--- config.mk ---
export PLATFORM = sky130hd
export DESIGN_NAME = unidade_pc_desvio
export DESIGN_NICKNAME = d
export VERILOG_FILES = /design/src/rtl/unidade_pc_desvio.sv
export SDC_FILE = /design/constraint.sdc
export NUM_CORES = 1
export LEC_CHECK = 0
export CORE_UTILIZATION = 41
export DETAILED_ROUTE_END_ITERATION = 16
export PLACE_DENSITY = 0.83
export SETUP_SLACK_MARGIN = 0.05
export SYNTH_ARGS = -nofsm -noshare
export SYNTH_HDL_FRONTEND = slang
export SYNTH_SLANG_ARGS = --single-unit
--- constraint.sdc ---
create_clock -name clk -period 1.6 [get_ports clk]
set_clock_uncertainty 0.1 [all_clocks]
set_input_delay 0.32 -clock clk [delete_from_list [all_inputs] [get_ports clk]]
set_output_delay 0.32 -clock clk [all_outputs]
set_load 0.02 [all_outputs]
--- src/rtl/unidade_pc_desvio.sv ---
// Program-counter and branch-resolution stage of the nRISC core: advances or redirects the PC,
// pulses the COND-register clear, inserts a flush bubble after taken branches and implements HALT.
module unidade_pc_desvio #(
    parameter int PC_WIDTH  = 8,
    parameter int CNT_WIDTH = 8
) (
    input  logic                 clk,
    input  logic                 reset,
    input  logic                 enable,
    input  logic                 br_uncond,
    input  logic                 br_cond,
    input  logic                 halt,
    input  logic [PC_WIDTH-1:0]  alvo,
    input  logic                 cond_atual,
    output logic [PC_WIDTH-1:0]  pc,
    output logic                 reset_cond,
    output logic                 flush,
    output logic                 halted,
    output logic [CNT_WIDTH-1:0] desvios_tomados
);

    typedef enum logic [1:0] {
        ST_RUN   = 2'd0,
        ST_FLUSH = 2'd1,
        ST_HALT  = 2'd2
    } state_t;

    state_t               state_q;
    logic [PC_WIDTH-1:0]  pc_q;
    logic                 reset_cond_q;
    logic [CNT_WIDTH-1:0] cnt_q;

    logic [PC_WIDTH-1:0]  pc_seq_d;
    logic [CNT_WIDTH-1:0] cnt_inc_d;
    logic                 taken;

    // Sequential PC wraps naturally at the register width.
    assign pc_seq_d  = pc_q + 1'b1;
    assign cnt_inc_d = (cnt_q == {CNT_WIDTH{1'b1}}) ? cnt_q : cnt_q + 1'b1;
    assign taken     = br_uncond || (br_cond && cond_atual);

    // NOTE: state uses non-blocking assignments so every register samples pre-edge values.
    always_ff @(posedge clk) begin
        if (reset) begin
            state_q      <= ST_RUN;
            pc_q         <= '0;
            reset_cond_q <= 1'b0;
            cnt_q        <= '0;
        end else if (!enable) begin
            reset_cond_q <= 1'b0;
        end else begin
            reset_cond_q <= 1'b0;
            case (state_q)
                ST_RUN: begin
                    if (taken) begin
                        pc_q    <= alvo;
                        state_q <= ST_FLUSH;
                        cnt_q   <= cnt_inc_d;
                    end else if (!br_uncond && !br_cond && halt) begin
                        state_q <= ST_HALT;
                    end else begin
                        pc_q <= pc_seq_d;
                    end
                    // The clear pulse follows any conditional branch that won priority, taken or not.
                    if (!br_uncond && br_cond) begin
                        reset_cond_q <= 1'b1;
                    end
                end
                ST_FLUSH: begin
                    state_q <= ST_RUN;
                end
                ST_HALT: begin
                    state_q <= ST_HALT;
                end
                default: begin
                    state_q <= ST_RUN;
                end
            endcase
        end
    end

    assign pc              = pc_q;
    assign reset_cond      = reset_cond_q;
    assign flush           = (state_q == ST_FLUSH);
    assign halted          = (state_q == ST_HALT);
    assign desvios_tomados = cnt_q;

endmodule

==> flow_summary.json, run 1 <==
{
  "status": "finished with violations",
  "violations": "setup timing",
  "drv_slew": 0,
  "holdWs_ps": 337.9,
  "maxCapViolCount": 0,
  "relSlewSlack_pct": 83.46,
  "critical_path.slowest_cell": "or3b_4",
  "io_buffers": 33,
  "hold_buffers": 0,
  "cts_max_level": 1,
  "hold_class": "in2reg",
  "cts_buffer_depth": 2,
  "max_stage_delay_ps": 440,
  "final-seq-area_um2": 394.1,
  "antenna_found_initial": 0,
  "grt-busiest-layer": "met2",
  "grt_pass1_vias": 1127,
  "synth_area_um2": 1060,
  "setup_ws_ps": -38.75,
  "finalInstanceArea_um2": 1743,
  "timing.rr.end": "desvios_tomados[3]$_SDFFE_PP0P_",
  "fin_crit_ps": 1639,
  "drt_iter0_drc": 28,
  "powerDensity_nw_per_um2": 628.2,
  "syn_nets": 139,
  "rsz0062_at_grt": "yes",
  "areaGrowthSynthToFinish_pct": 64.46,
  "cp.arrival_ps": 1740,
  "met2_usage_pct": 47.89,
  "multi_input_area_um2": 729.5,
  "cp.buffers_inverters": 0,
  "r2r_slack_ps": -40,
  "switching_share_pct": 31.38,
  "holdPathEnd": "state_q[1]$_SDFFE_PP0P_",
  "wl_per_cell_um": 15.53,
  "core_um2": 2455,
  "dp_hpwl_um": 2212,
  "nNetsFinal": 201,
  "grt_pass1_wl_um": 5119,
  "drt_first_pass_iters": 4,
  "crit_required_ps": 1700,
  "critPathLaunchType": "flip-flop",
  "die_h_um": 52.84,
  "cts_tree": "built",
  "p_sw_mw": 0.3436,
  "p_clk_share_pct": 23.5,
  "layout-drive-gt1-share_pct": 37.70,
  "yosys-top-cells-area": "dfxtp_1, a21oi_1, a211oi_1",
  "met3_usage_pct": 4.058,
  "worstMarginPinSlew_ps": 247.4,
  "cp_max_fo": 6,
  "synth-edff-count": 0,
  "synth_top_cell_by_area": "dfxtp_1",
  "cts_made_buffers": 3,
  "synth_warnings": 0,
  "io_pins": 34,
  "yosysSeqAreaShare_pct": 35.89,
  "vias": 1194,
  "grtUsageMet1_pct": 28.02,
  "final_cells": 213,
  "hp-start": "enable",
  "fin_crit_sh_pct": 102.4,
  "crit_chain": "or3b_4 > nor3_4 > o21a_2 > mux2_4",
  "num_rows": 18,
  "final_cell_mix": "buf_4, dlygate4sd2_1, dfxtp_1, clkdlybuf4s50_1",
  "dp_cells": 203,
  "reg2reg_depth": 4,
  "root_buffer": "clkbuf_4",
  "routed_wl_um": 3308,
  "vdd_drop_max_mv": 0.5168,
  "hold_path_depth": 3,
  "finalSetupViolCount": 1,
  "start_util_pct": 43.17,
  "combPwrFrac_pct": 28.6,
  "globalplace.congestion": 0.8757,
  "endpoint_kind": "flip-flop",
  "final_core_util_pct": 71.00,
  "p_int_mw": 0.7513,
  "grt_start_max_net_pins": 12,
  "dieArea_um2": 2792,
  "cp-startpoint": "state_q[0]$_SDFFE_PP0P_",
  "diodes": 0,
  "ys_types": 49,
  "dpl_cell_area_um2": 1592,
  "overflow": 0,
  "dieWidth_um": 52.84,
  "clkLatencyLatePin_ps": 310,
  "final_common_cell": "buf_4",
  "synth_top_cell_area_share_pct": 35.89,
  "critPathKind": "reg2reg",
  "cts_sinks": 19,
  "drcViolationCount": 0,
  "postSynthCellCount": 122,
  "r2r_start": "state_q[0]$_SDFFE_PP0P_",
  "avgSynthCellArea_um2": 8.687,
  "viasPerCell": 5.606,
  "antenna_left": 0,
  "nFillCells": 205,
  "leakagePower_nw": 0.7409,
  "finalHoldViolations": 0,
  "ys.flop_type": "dfxtp_1",
  "critPathTopFamily": "simple AND/OR/NAND/NOR gates",
  "ys_ff_latch": 19,
  "async_flop_share_pct": 0,
  "seqPwrFrac_pct": 47.9,
  "grtUsageTotal_pct": 25.24,
  "fmax_mhz": 610.2,
  "cts.reportedPaths.clkPinSlew_ps": 120
}
[synth_stat cells (2+ instances only)]
cell and number:
nand3_1 5, inv_1 2, o32ai_1 2, and2_1 2
nor2_1 9, nor2b_1 3, a211oi_1 5, dfxtp_1 19
xor2_1 2, a21oi_1 13, buf_2 3, nor3_1 3
nand2_1 8, a21o_1 2, o21ai_1 4, ha_1 2
nand2b_1 4, nand4_1 3
[worst max path at each step]
stage | to | slack (ps) | cells after the start
floorplan | desvios_tomados[3]$_SDFFE_PP0P_ | 30 | 4
global placement | desvios_tomados[3]$_SDFFE_PP0P_ | -410 | 5
detailed placement | desvios_tomados[7]$_SDFFE_PP0P_ | -460 | 5
CTS | desvios_tomados[3]$_SDFFE_PP0P_ | -50 | 4
global route | desvios_tomados[3]$_SDFFE_PP0P_ | -70 | 4
finish | desvios_tomados[3]$_SDFFE_PP0P_ | -40 | 4
[per-layer routing]
| layer | part of all wire, % | wire, µm | vias up |
|---|---|---|---|
| met2 | 52 | 1728 | 39 |
| met3 | 5.0 | 164 | 14 |
| li1 | - | - | 578 |
| met1 | 40 | 1312 | 563 |
| met4 | 3.1 | 103 | 0 |
| met5 | 0 | 0 | - |
[cell families after synthesis]
group / synth area share (%)
simple gates: 32.71
buf+inv: 2.833
xor+xnor: 1.653
compound gates: 22.55
flops: 35.89
fa+ha+maj: 2.361
mux: 2.007
[repair_timing]
action / CTS / global route
pin swaps: 8 / 16
endpoints found under the hold margin: 0 / 0
buffers inserted: 5 / 1
cloned: 0 / 0
gates resized for setup: 36 / 23
endpoints found under the setup margin: 31 / 18
[stage by stage]
stage | setup TNS [ps] | setup WS (ps) | total power [mW]
final | -38.75 | -38.75 | 1.095
after global routing | -76.31 | -66.02 | 1.138
after CTS | -53.52 | -53.52 | 1.073
after detailed placement | -5955 | -455.4 | 0.8227
after global placement | -5061 | -414.8 | 0.8117
after floorplan | 0 | 32.30 | 0.6630
[sequential cells by signal (all words and copies together), names as in the netlist]
| name | flops |
|---|---|
| desvios_tomados | 8 |
| pc | 8 |
| state_q | 2 |
| reset_cond | 1 |
[layout make-up]
class                      count  area share [%]
clock inverter                 1          0.2872
clock buffer                   3           1.292
tap                           30           2.154
multi-input combinational     96           41.85
timing repair buffer          62           31.37
sequential                    19           22.61
inverter                       2          0.4307
[worst register-to-register path: stages (launching register included)]
cell and delay [ps]:
dfxtp_4 380, or3b_4 440, nor3_4 140, o21a_2 180, mux2_4 300
[power by group through the flow]
stage / registers, mW / clock network [mW] / logic (mW)
after CTS: 0.521 / 0.261 / 0.290
final: 0.524 / 0.257 / 0.313
after global placement: 0.531 / 0 / 0.281
after global routing: 0.529 / 0.274 / 0.336
after floorplan: 0.554 / 0 / 0.108
after detailed placement: 0.532 / 0 / 0.290
No activity file was read; power rests on OpenSTA's default activity.
==> run 2: changes to the inputs <==
- CTS_CLUSTER_DIAMETER: unset -> 60
- SLEW_MARGIN: unset -> 20
==> results of run 2 <==
Same layout as run 1: the final DEF is identical, and so are final timing and power.
==> run 3: changes to the inputs <==
- CORE_UTILIZATION: 41 -> 45
- CTS_CLUSTER_DIAMETER: 60 -> 100
- PLACE_DENSITY: 0.83 -> 0.86
- clock period: 1.6 -> 2.11 ns (I/O delays scaled with it)
==> flow_summary.json, run 3 (synthesis results as in run 1) <==
{
  "cts_setup_buffers": 0,
  "die_h_um": 50.53,
  "cts_made_buffers": 3,
  "cp.arrival_ps": 1470,
  "diodes": 0,
  "pre_cts_ws_ps": -98.04,
  "dp_hpwl_um": 1977,
  "antenna_left": 0,
  "cts_max_level": 1,
  "critical_path.slowest_cell": "clkdlybuf4s50_1",
  "finalSetupViolCount": 0,
  "wl_per_cell_um": 13.86,
  "dieArea_um2": 2553,
  "fin_crit_sh_pct": 94.49,
  "final_cell_mix": "clkdlybuf4s50_1, dfxtp_1, a21oi_1",
  "start_util_pct": 47.91,
  "holdPathEnd": "desvios_tomados[6]$_SDFFE_PP0P_",
  "fin_crit_ps": 1994,
  "timing.rr.end": "desvios_tomados[3]$_SDFFE_PP0P_",
  "drt_iter0_drc": 23,
  "num_rows": 17,
  "fmax_mhz": 501.6,
  "io_buffers": 33,
  "maxCapViolCount": 0,
  "setup_ws_ps": 116.4,
  "relSlewSlack_pct": 72.47,
  "cts_tree": "built",
  "dieWidth_um": 50.53,
  "leakagePower_nw": 0.5595,
  "final_core_util_pct": 68.27,
  "cp-startpoint": "state_q[0]$_SDFFE_PP0P_",
  "finalHoldViolations": 0,
  "seqPwrFrac_pct": 51.0,
  "io_pins": 34,
  "overflow": 0,
  "hold_buffers": 0,
  "cp.buffers_inverters": 1,
  "grt_pass1_wl_um": 4526,
  "drcViolationCount": 0,
  "worstMarginPinSlew_ps": 413.0,
  "powerDensity_nw_per_um2": 518.4,
  "combPwrFrac_pct": 24.8,
  "grtUsageTotal_pct": 23.20,
  "p_int_mw": 0.5476,
  "crit_chain": "nor2b_1 > clkdlybuf4s50_1",
  "layout-drive-gt1-share_pct": 15.85,
  "core_um2": 2212,
  "hold_class": "reg2reg",
  "tns_ps": 0,
  "grt_pass1_vias": 1037,
  "p_sw_mw": 0.2352,
  "drv_slew": 0,
  "globalplace.congestion": 0.8758,
  "critPathTopFamily": "buffers and inverters",
  "cp_max_fo": 6,
  "drt_first_pass_iters": 4,
  "r2r_start": "state_q[1]$_SDFFE_PP0P_",
  "vdd_drop_max_mv": 0.3479,
  "routed_wl_um": 2662,
  "critPathLaunchType": "flip-flop",
  "cts_sinks": 19,
  "vias": 1109,
  "final_common_cell": "clkdlybuf4s50_1",
  "switching_share_pct": 30.05,
  "rsz0062_at_grt": "no",
  "critPathKind": "reg2out",
  "p_total_mw": 0.7828,
  "root_buffer": "clkbuf_4",
  "clkLatencyLatePin_ps": 300,
  "status": "complete, no violations",
  "areaGrowthSynthToFinish_pct": 42.50,
  "nFillCells": 195,
  "p_clk_share_pct": 24.2,
  "endpoint_kind": "output port",
  "cts.reportedPaths.clkPinSlew_ps": 120,
  "nNetsFinal": 182,
  "cts_buffer_depth": 2,
  "hp-start": "desvios_tomados[6]$_SDFFE_PP0P_",
  "grt_start_max_net_pins": 18,
  "hold_path_depth": 2,
  "antenna_found_initial": 0,
  "max_stage_delay_ps": 610,
  "viasPerCell": 5.776,
  "r2r_slack_ps": 430,
  "reg2reg_depth": 4,
  "crit_required_ps": 1590
}
## run 3: layout make-up
type                       count  area (µm²)  area share [%]
multi-input combinational     96       649.4           43.00
sequential                    19       382.9           25.35
clock buffer                   3       22.52           1.491
inverter                       2       7.507          0.4971
clock inverter                 1       5.005          0.3314
tap                           28       35.03           2.320
timing repair buffer          43       407.9           27.01
## run 3: how the worst max path moves through the flow
stage                                      end  slack (ps)  depth (start not counted)
6_report                                 flush         120                          2
2_1_floorplan  desvios_tomados[3]$_SDFFE_PP0P_         410                          4
3_3_place_gp   desvios_tomados[3]$_SDFFE_PP0P_         -70                          5
5_1_grt                                  flush          50                          2
3_5_place_dp   desvios_tomados[3]$_SDFFE_PP0P_        -100                          5
4_1_cts                                 halted         100                          2
## run 3: tightest hold or removal path, stage by stage, from the launching register on
cell,delay [ps]
dfxtp_1,340
inv_1,70
a211oi_1,60
## run 3: layer usage
metal	part of all wire [%]	up-vias	global-route usage (%)
li1	-	540	-
met5	0	-	0
met2	49	43	40.67
met4	0.86	0	6.481
met1	45	522	28.97
met3	4.8	4	3.939
## run 3: power groups by stage
stage | combinational [mW] | clock, mW | sequential [mW]
after detailed placement | 0.192 | 0 | 0.406
after floorplan | 0.0822 | 0 | 0.420
after CTS | 0.195 | 0.192 | 0.399
after global routing | 0.211 | 0.211 | 0.402
final | 0.194 | 0.190 | 0.399
after global placement | 0.187 | 0 | 0.405
## run 3: per-stage QoR
step | hold WS (ps) | instance area (µm²) | std cells
6_report | 409.9 | 1510 | 192
5_1_grt | 450.3 | 1510 | 192
4_1_cts | 407.0 | 1508 | 192
3_5_place_dp | 391.5 | 1478 | 188
3_3_place_gp | 382.1 | 1478 | 188
2_1_floorplan | 398.7 | 1060 | 122
## run 3: what timing repair did
action | 4_1_cts | 5_1_grt
pin swaps | 0 | 0
resized for setup | 2 | 1
setup endpoints to repair | 2 | 1
